===== src/rtl/out_port_buffer_if.sv =====
// Producer/consumer bundle for the output port buffer: accumulator capture side,
// valid/ready delivery side and the drain/status flags.
interface out_port_buffer_if #(
  parameter int WIDTH = 8
);
  logic [WIDTH-1:0] acc_in;
  logic             out_strobe;
  logic             halt;
  logic [WIDTH-1:0] dout;
  logic             dout_valid;
  logic             dout_ready;
  logic             overflow;
  logic [3:0]       drop_count;
  logic [7:0]       word_count;
  logic             done;

  modport master (
    output acc_in, out_strobe, halt, dout_ready,
    input  dout, dout_valid, overflow, drop_count, word_count, done
  );

  modport slave (
    input  acc_in, out_strobe, halt, dout_ready,
    output dout, dout_valid, overflow, drop_count, word_count, done
  );
endinterface


===== src/rtl/out_port_buffer.sv =====
// Output port buffer: queues accumulator words on each output strobe in a small
// first-word fall-through FIFO and tracks processor halt until the queue drains.
module out_port_buffer #(
  parameter int WIDTH = 8,
  parameter int DEPTH = 4,
  parameter int PTR_W = $clog2(DEPTH)
) (
  input logic             clock,
  input logic             reset,
  out_port_buffer_if.slave bus
);
  localparam int CNT_W = PTR_W + 1;

  typedef enum logic [1:0] {
    RUN   = 2'd0,
    DRAIN = 2'd1,
    DONE  = 2'd2
  } state_e;

  state_e           state_q, state_d;
  logic [WIDTH-1:0] mem_q [DEPTH];
  logic [WIDTH-1:0] mem_d [DEPTH];
  logic [PTR_W-1:0] wr_ptr_q, wr_ptr_d;
  logic [PTR_W-1:0] rd_ptr_q, rd_ptr_d;
  logic [CNT_W-1:0] count_q, count_d;
  logic [WIDTH-1:0] dout_q, dout_d;
  logic             dout_valid_q, dout_valid_d;
  logic             overflow_q, overflow_d;
  logic [3:0]       drop_count_q, drop_count_d;
  logic [7:0]       word_count_q, word_count_d;
  logic             done_q, done_d;

  logic accepting_s, pop_s, push_req_s, full_s, push_s, drop_s;

  // Next-state computation for queue, counters, drain FSM and registered outputs.
  always_comb begin
    mem_d        = mem_q;
    wr_ptr_d     = wr_ptr_q;
    rd_ptr_d     = rd_ptr_q;
    overflow_d   = overflow_q;
    drop_count_d = drop_count_q;
    word_count_d = word_count_q;
    state_d      = state_q;

    accepting_s = (state_q == RUN);
    pop_s       = (count_q != {CNT_W{1'b0}}) && bus.dout_ready;
    push_req_s  = bus.out_strobe && accepting_s;
    full_s      = (count_q == CNT_W'(DEPTH));
    // A full queue still takes the new word when the head leaves in the same cycle.
    push_s      = push_req_s && (!full_s || pop_s);
    drop_s      = push_req_s && full_s && !pop_s;

    if (push_s) begin
      mem_d[wr_ptr_q] = bus.acc_in;
      wr_ptr_d        = wr_ptr_q + PTR_W'(1'b1);
    end else begin
      wr_ptr_d = wr_ptr_q;
    end

    if (pop_s) begin
      rd_ptr_d     = rd_ptr_q + PTR_W'(1'b1);
      word_count_d = word_count_q + 8'd1;
    end else begin
      rd_ptr_d     = rd_ptr_q;
      word_count_d = word_count_q;
    end

    if (drop_s) begin
      overflow_d = 1'b1;
      if (drop_count_q != 4'hF) begin
        drop_count_d = drop_count_q + 4'd1;
      end else begin
        drop_count_d = drop_count_q;
      end
    end else begin
      overflow_d   = overflow_q;
      drop_count_d = drop_count_q;
    end

    count_d = count_q + CNT_W'(push_s) - CNT_W'(pop_s);

    case (state_q)
      RUN: begin
        if (bus.halt) begin
          state_d = DRAIN;
        end else begin
          state_d = RUN;
        end
      end
      DRAIN: begin
        if (count_d == {CNT_W{1'b0}}) begin
          state_d = DONE;
        end else begin
          state_d = DRAIN;
        end
      end
      DONE:    state_d = DONE;
      default: state_d = RUN;
    endcase

    dout_valid_d = (count_d != {CNT_W{1'b0}});
    if (dout_valid_d) begin
      dout_d = mem_d[rd_ptr_d];
    end else begin
      dout_d = {WIDTH{1'b0}};
    end
    done_d = (state_d == DONE);
  end

  // State register with synchronous active-low reset.
  always_ff @(posedge clock) begin
    if (!reset) begin
      state_q      <= RUN;
      wr_ptr_q     <= {PTR_W{1'b0}};
      rd_ptr_q     <= {PTR_W{1'b0}};
      count_q      <= {CNT_W{1'b0}};
      dout_q       <= {WIDTH{1'b0}};
      dout_valid_q <= 1'b0;
      overflow_q   <= 1'b0;
      drop_count_q <= 4'd0;
      word_count_q <= 8'd0;
      done_q       <= 1'b0;
    end else begin
      state_q      <= state_d;
      mem_q        <= mem_d;
      wr_ptr_q     <= wr_ptr_d;
      rd_ptr_q     <= rd_ptr_d;
      count_q      <= count_d;
      dout_q       <= dout_d;
      dout_valid_q <= dout_valid_d;
      overflow_q   <= overflow_d;
      drop_count_q <= drop_count_d;
      word_count_q <= word_count_d;
      done_q       <= done_d;
    end
  end

  assign bus.dout       = dout_q;
  assign bus.dout_valid = dout_valid_q;
  assign bus.overflow   = overflow_q;
  assign bus.drop_count = drop_count_q;
  assign bus.word_count = word_count_q;
  assign bus.done       = done_q;
endmodule

===== src/flat_wrapper.sv =====
// flat-port wrapper written by rule: the top's interface ports become plain ports
module out_port_buffer_flat 
#(
  parameter int WIDTH = 8,
  parameter int DEPTH = 4,
  parameter int PTR_W = $clog2(DEPTH)
)
  (clock, reset, bus_acc_in, bus_out_strobe, bus_halt, bus_dout_ready, bus_dout, bus_dout_valid, bus_overflow, bus_drop_count, bus_word_count, bus_done);
  out_port_buffer_if #(.WIDTH(WIDTH)) bus_i ();
  input logic clock;
  input logic reset;
  input wire logic [$bits(bus_i.acc_in)-1:0] bus_acc_in;
  input wire logic [$bits(bus_i.out_strobe)-1:0] bus_out_strobe;
  input wire logic [$bits(bus_i.halt)-1:0] bus_halt;
  input wire logic [$bits(bus_i.dout_ready)-1:0] bus_dout_ready;
  output wire logic [$bits(bus_i.dout)-1:0] bus_dout;
  output wire logic [$bits(bus_i.dout_valid)-1:0] bus_dout_valid;
  output wire logic [$bits(bus_i.overflow)-1:0] bus_overflow;
  output wire logic [$bits(bus_i.drop_count)-1:0] bus_drop_count;
  output wire logic [$bits(bus_i.word_count)-1:0] bus_word_count;
  output wire logic [$bits(bus_i.done)-1:0] bus_done;
  assign bus_i.acc_in = bus_acc_in;
  assign bus_i.out_strobe = bus_out_strobe;
  assign bus_i.halt = bus_halt;
  assign bus_i.dout_ready = bus_dout_ready;
  assign bus_dout = bus_i.dout;
  assign bus_dout_valid = bus_i.dout_valid;
  assign bus_overflow = bus_i.overflow;
  assign bus_drop_count = bus_i.drop_count;
  assign bus_word_count = bus_i.word_count;
  assign bus_done = bus_i.done;
  out_port_buffer #(.WIDTH(WIDTH), .DEPTH(DEPTH), .PTR_W(PTR_W)) u_core (.clock(clock), .reset(reset), .bus(bus_i));
endmodule

===== config.mk =====
export PLATFORM = sky130hd
export DESIGN_NAME = out_port_buffer_flat
export DESIGN_NICKNAME = d
export VERILOG_FILES = /design/src/rtl/out_port_buffer_if.sv /design/src/rtl/out_port_buffer.sv /design/src/flat_wrapper.sv
export SDC_FILE = /design/constraint.sdc
export NUM_CORES = 1
export LEC_CHECK = 0
export BUFFER_PORTS_ARGS = -buffer_cell sky130_fd_sc_hd__buf_2
export CAP_MARGIN = 20
export CORE_ASPECT_RATIO = 1.2
export CORE_MARGIN = 2
export CORE_UTILIZATION = 45
export DETAILED_ROUTE_END_ITERATION = 12
export MAX_ROUTING_LAYER = met4
export PLACE_DENSITY_LB_ADDON = 0.25
export SLEW_MARGIN = 20
export SYNTH_ARGS = -nofsm -noshare
export SYNTH_HDL_FRONTEND = slang
export SYNTH_SLANG_ARGS = --single-unit

===== constraint.sdc =====
create_clock -name clock -period 2.6 [get_ports clock]
set_input_delay 0.13 -clock clock [delete_from_list [all_inputs] [get_ports clock]]
set_output_delay 0.13 -clock clock [all_outputs]
set_load 0.03 [all_outputs]

==> metrics.cfg <==
[grt]
grtUsageMet3_pct = 3.17
grt_pass1_wl_um = 9620
antenna_found_initial = 0
met2_usage_pct = 29.7
busiest_layer = met2
grt_pass1_vias = 2028
grt_start_max_net_pins = 40
use_met1_pct = 19.6
track_usage_pct = 17.6
overflow = 0

[timing]
rsz0062_at_grt = true
finalSetupViolCount = 0
drv_slew = 0
fin_skew_ns = 0.00764
relSlewSlack_pct = 45.5
whs_ns = 0.0965
tightestPinTransition_ns = 0.818
max_freq_mhz = 397
period_needed_ns = 2.52
hold_viol = 0
min_period_over_period_pct = 96.9
worst_slack_ns = 0.0794

[floorplan]
die_h_um = 94.1
initial_core_util_pct = 47.0
io-pin-count = 36
die_area_um2 = 7450
die_x_um = 79.1
core_area_um2 = 6490
rows = 32

[critical_path]
reg2reg_slack_ns = 0.08
max_stage_delay_ns = 0.33
critPathArrivalTime_ns = 2.79
crit_fanout = 4
worstSetupStartpoint = u_core.count_q[0]
reg2reg_depth = 13
cpLargestDelayFamily = adder cells
critical_path_depth = 13
cp.required_ns = 2.87
r2r-start = u_core.count_q[0]
cp-start-kind = flop
criticalPathCategory = reg2reg
critPathCaptureType = flop
crit_end = u_core.bus.dout[1]
critical_path.slowest_cell = fa_2
crit_chain = o31a_1, ha_1, inv_1, ha_1, inv_1, fa_2, xnor3_1, nand3b_1, buf_4, and3_4, buf_6, o311ai_1, o2bb2ai_1
cp_num_buf_inv = 4
reg2reg_to = u_core.bus.dout[1]

[final_layout]
nets = 310
final_common_cell = mux2_2
area_growth_pct = 20.2
diodes = 0
fillCellCount = 562
final_cell_mix = 40 x mux2_2, 35 x buf_2, 32 x edfxtp_1, 31 x dfxtp_1, 17 x buf_4
layout-drive-gt1-share_pct = 42.7

[clock_network]
tritoncts = built
cts.sinks = 64
clkTransAtPathRegs_ns = 0.07
cts-root-buf = clkbuf_8
hold_buffers = 0
clk-insertion-delay-late_ns = 0.34
cts_max_level = 3
clock_path_buffers = 2
numCtsBuffers = 9

[place]
dp_slack_ns = -0.262
dpl.hpwl_um = 3780
io_buffers = 35
place.gp.congestion = 0.751

[detailed_routing]
viasPerCell = 5.18
num_vias = 1957
drt_pass1_iterations = 4
drc_errors = 0
drt_iter0_markers = 65
ant_nets = 0
drt-total-wl_um = 5770
avgRoutedWirePerCell_um = 15.3

[yosys]
yosysTopAreaCellShare_pct = 31.5
syn_inst = 234
ys_ff_latch = 64
netlist_area_um2 = 3050
yosysTopAreaCell = edfxtp_1
yosysWarnings = 0
synth_area_leaders = edfxtp_1 32%, dfxtp_1 21%, mux2_2 15%
ys_seq_area_share_pct = 52.6
syn_nets = 256
yosysUniqueCellTypes = 39
syn_area_per_cell_um2 = 13.0

[power]
power_density_nw_per_um2 = 1050
vdd_ir_drop_max_v = 0.000608
p_total_uw = 3850
cellLeakagePower_uw = 0.00143

[status]
status = finished, final reports clean

[run]
maxCapViolations = 0

[worst_hold_path]
worstHoldPathType = in2reg

[state kept, by name (all words and copies together), names as in the netlist]
| register | flops |
|---|---|
| u_core.wr_ptr_q | 2 |
| u_core.bus.word_count | 8 |
| u_core.bus.done | 1 |
| u_core.bus.drop_count | 4 |
| u_core.count_q | 3 |
| u_core.bus.dout | 8 |
| u_core.bus.dout_valid | 1 |
| u_core.bus.overflow | 1 |
| u_core.state_q | 2 |
| u_core.rd_ptr_q | 2 |
| u_core.mem_q | 32 |
[cell type report]
cell class,count,area (µm²),share of cell area (%)
Sequential cell,64,1600,43.8
Multi-Input combinational cell,154,1410,38.5
Timing Repair Buffer,54,325,8.88
Clock buffer,13,159,4.34
Tap cell,85,106,2.90
Clock inverter,3,40.0,1.09
Inverter,5,18.8,0.512
[layer usage]
| metal | vias to the layer above | share of wire, % | wire length [µm] |
|---|---|---|---|
| li1 | 971 | - | - |
| met3 | 11 | 3.1 | 178 |
| met2 | 32 | 51 | 2930 |
| met1 | 943 | 44 | 2530 |
| met4 | 0 | 2.3 | 132 |
| met5 | - | 0 | 0 |
[synthesized netlist by cell type (all sizes together)]
master and n:
nor3b 2, nor2 11, ha 8, o2bb2ai 8, clkbuf 2, and3 3
nor2b 10, o311ai 9, o31a 1, nand4 3, mux2 40, and4 1
fa 1, or4b 1, nand3 4, dfxtp 32, mux2i 5, a311oi 1
or3b 1, xnor3 1, inv 5, nand3b 1, nor4b 1, xor2 4
and2 15, buf 9, a21oi 2, or3 8, nand2 3, xnor2 10
edfxtp 32
[timing repair]
item	in CTS	in global routing
gates resized for setup	5	8
setup endpoints to repair	8	8
pin swaps	8	8
setup buffers	1	1
[through the flow]
stage	instances	TNS (ns)	util (%)	area, µm²
final	378	0	56.5	3660
after global routing	378	-0.444	56.5	3660
after CTS	377	0	55.8	3620
after detailed placement	360	-2.04	52.4	3400
after global placement	360	-1.42	52.4	3400
after floorplan	234	0	-	3060
[cell families (layout without fill, tap and decap cells)]
logic type / count (synthesis) / count (layout) / synth area share, %
compound gates: 21 / 21 / 6.00
xor+xnor: 15 / 15 / 5.01
fa+ha+maj: 9 / 9 / 3.94
buf+inv: 16 / 75 / 2.67
flops: 64 / 64 / 52.6
mux: 45 / 45 / 16.8
simple gates: 64 / 64 / 13.0
[power breakdown]
group | switching, µW | leakage [µW] | internal (µW)
sequential | 85.6 | 0.000576 | 1290
clock | 366 | 0.000103 | 493
combinational | 822 | 0.000754 | 796
total | 1270 | 0.00143 | 2580
[worst min-delay path by stage]
stage	startpoint	endpoint	slack [ns]	depth (start not counted)
global route	bus_halt	u_core.state_q[0]	0.11	3
detailed placement	bus_acc_in[5]	u_core.bus.dout[5]	0.44	3
global placement	bus_acc_in[5]	u_core.bus.dout[5]	0.43	3
CTS	bus_acc_in[5]	u_core.bus.dout[5]	0.07	3
finish	bus_acc_in[5]	u_core.bus.dout[5]	0.1	3
floorplan	reset	u_core.mem_q[0]	0.24	0
[worst reg2reg max path, delay by kind of cell (launching register included)]
kind                     cells  cell delay, ns
AO/OA/AOI/OAI                3            0.58
XOR/XNOR                     1            0.20
adder cells (fa/ha/maj)      3            0.73
buffers and inverters        4            0.35
flip-flops                   1            0.31
AND/OR/NAND/NOR              2            0.30
Power figures use the tool's default switching activity.
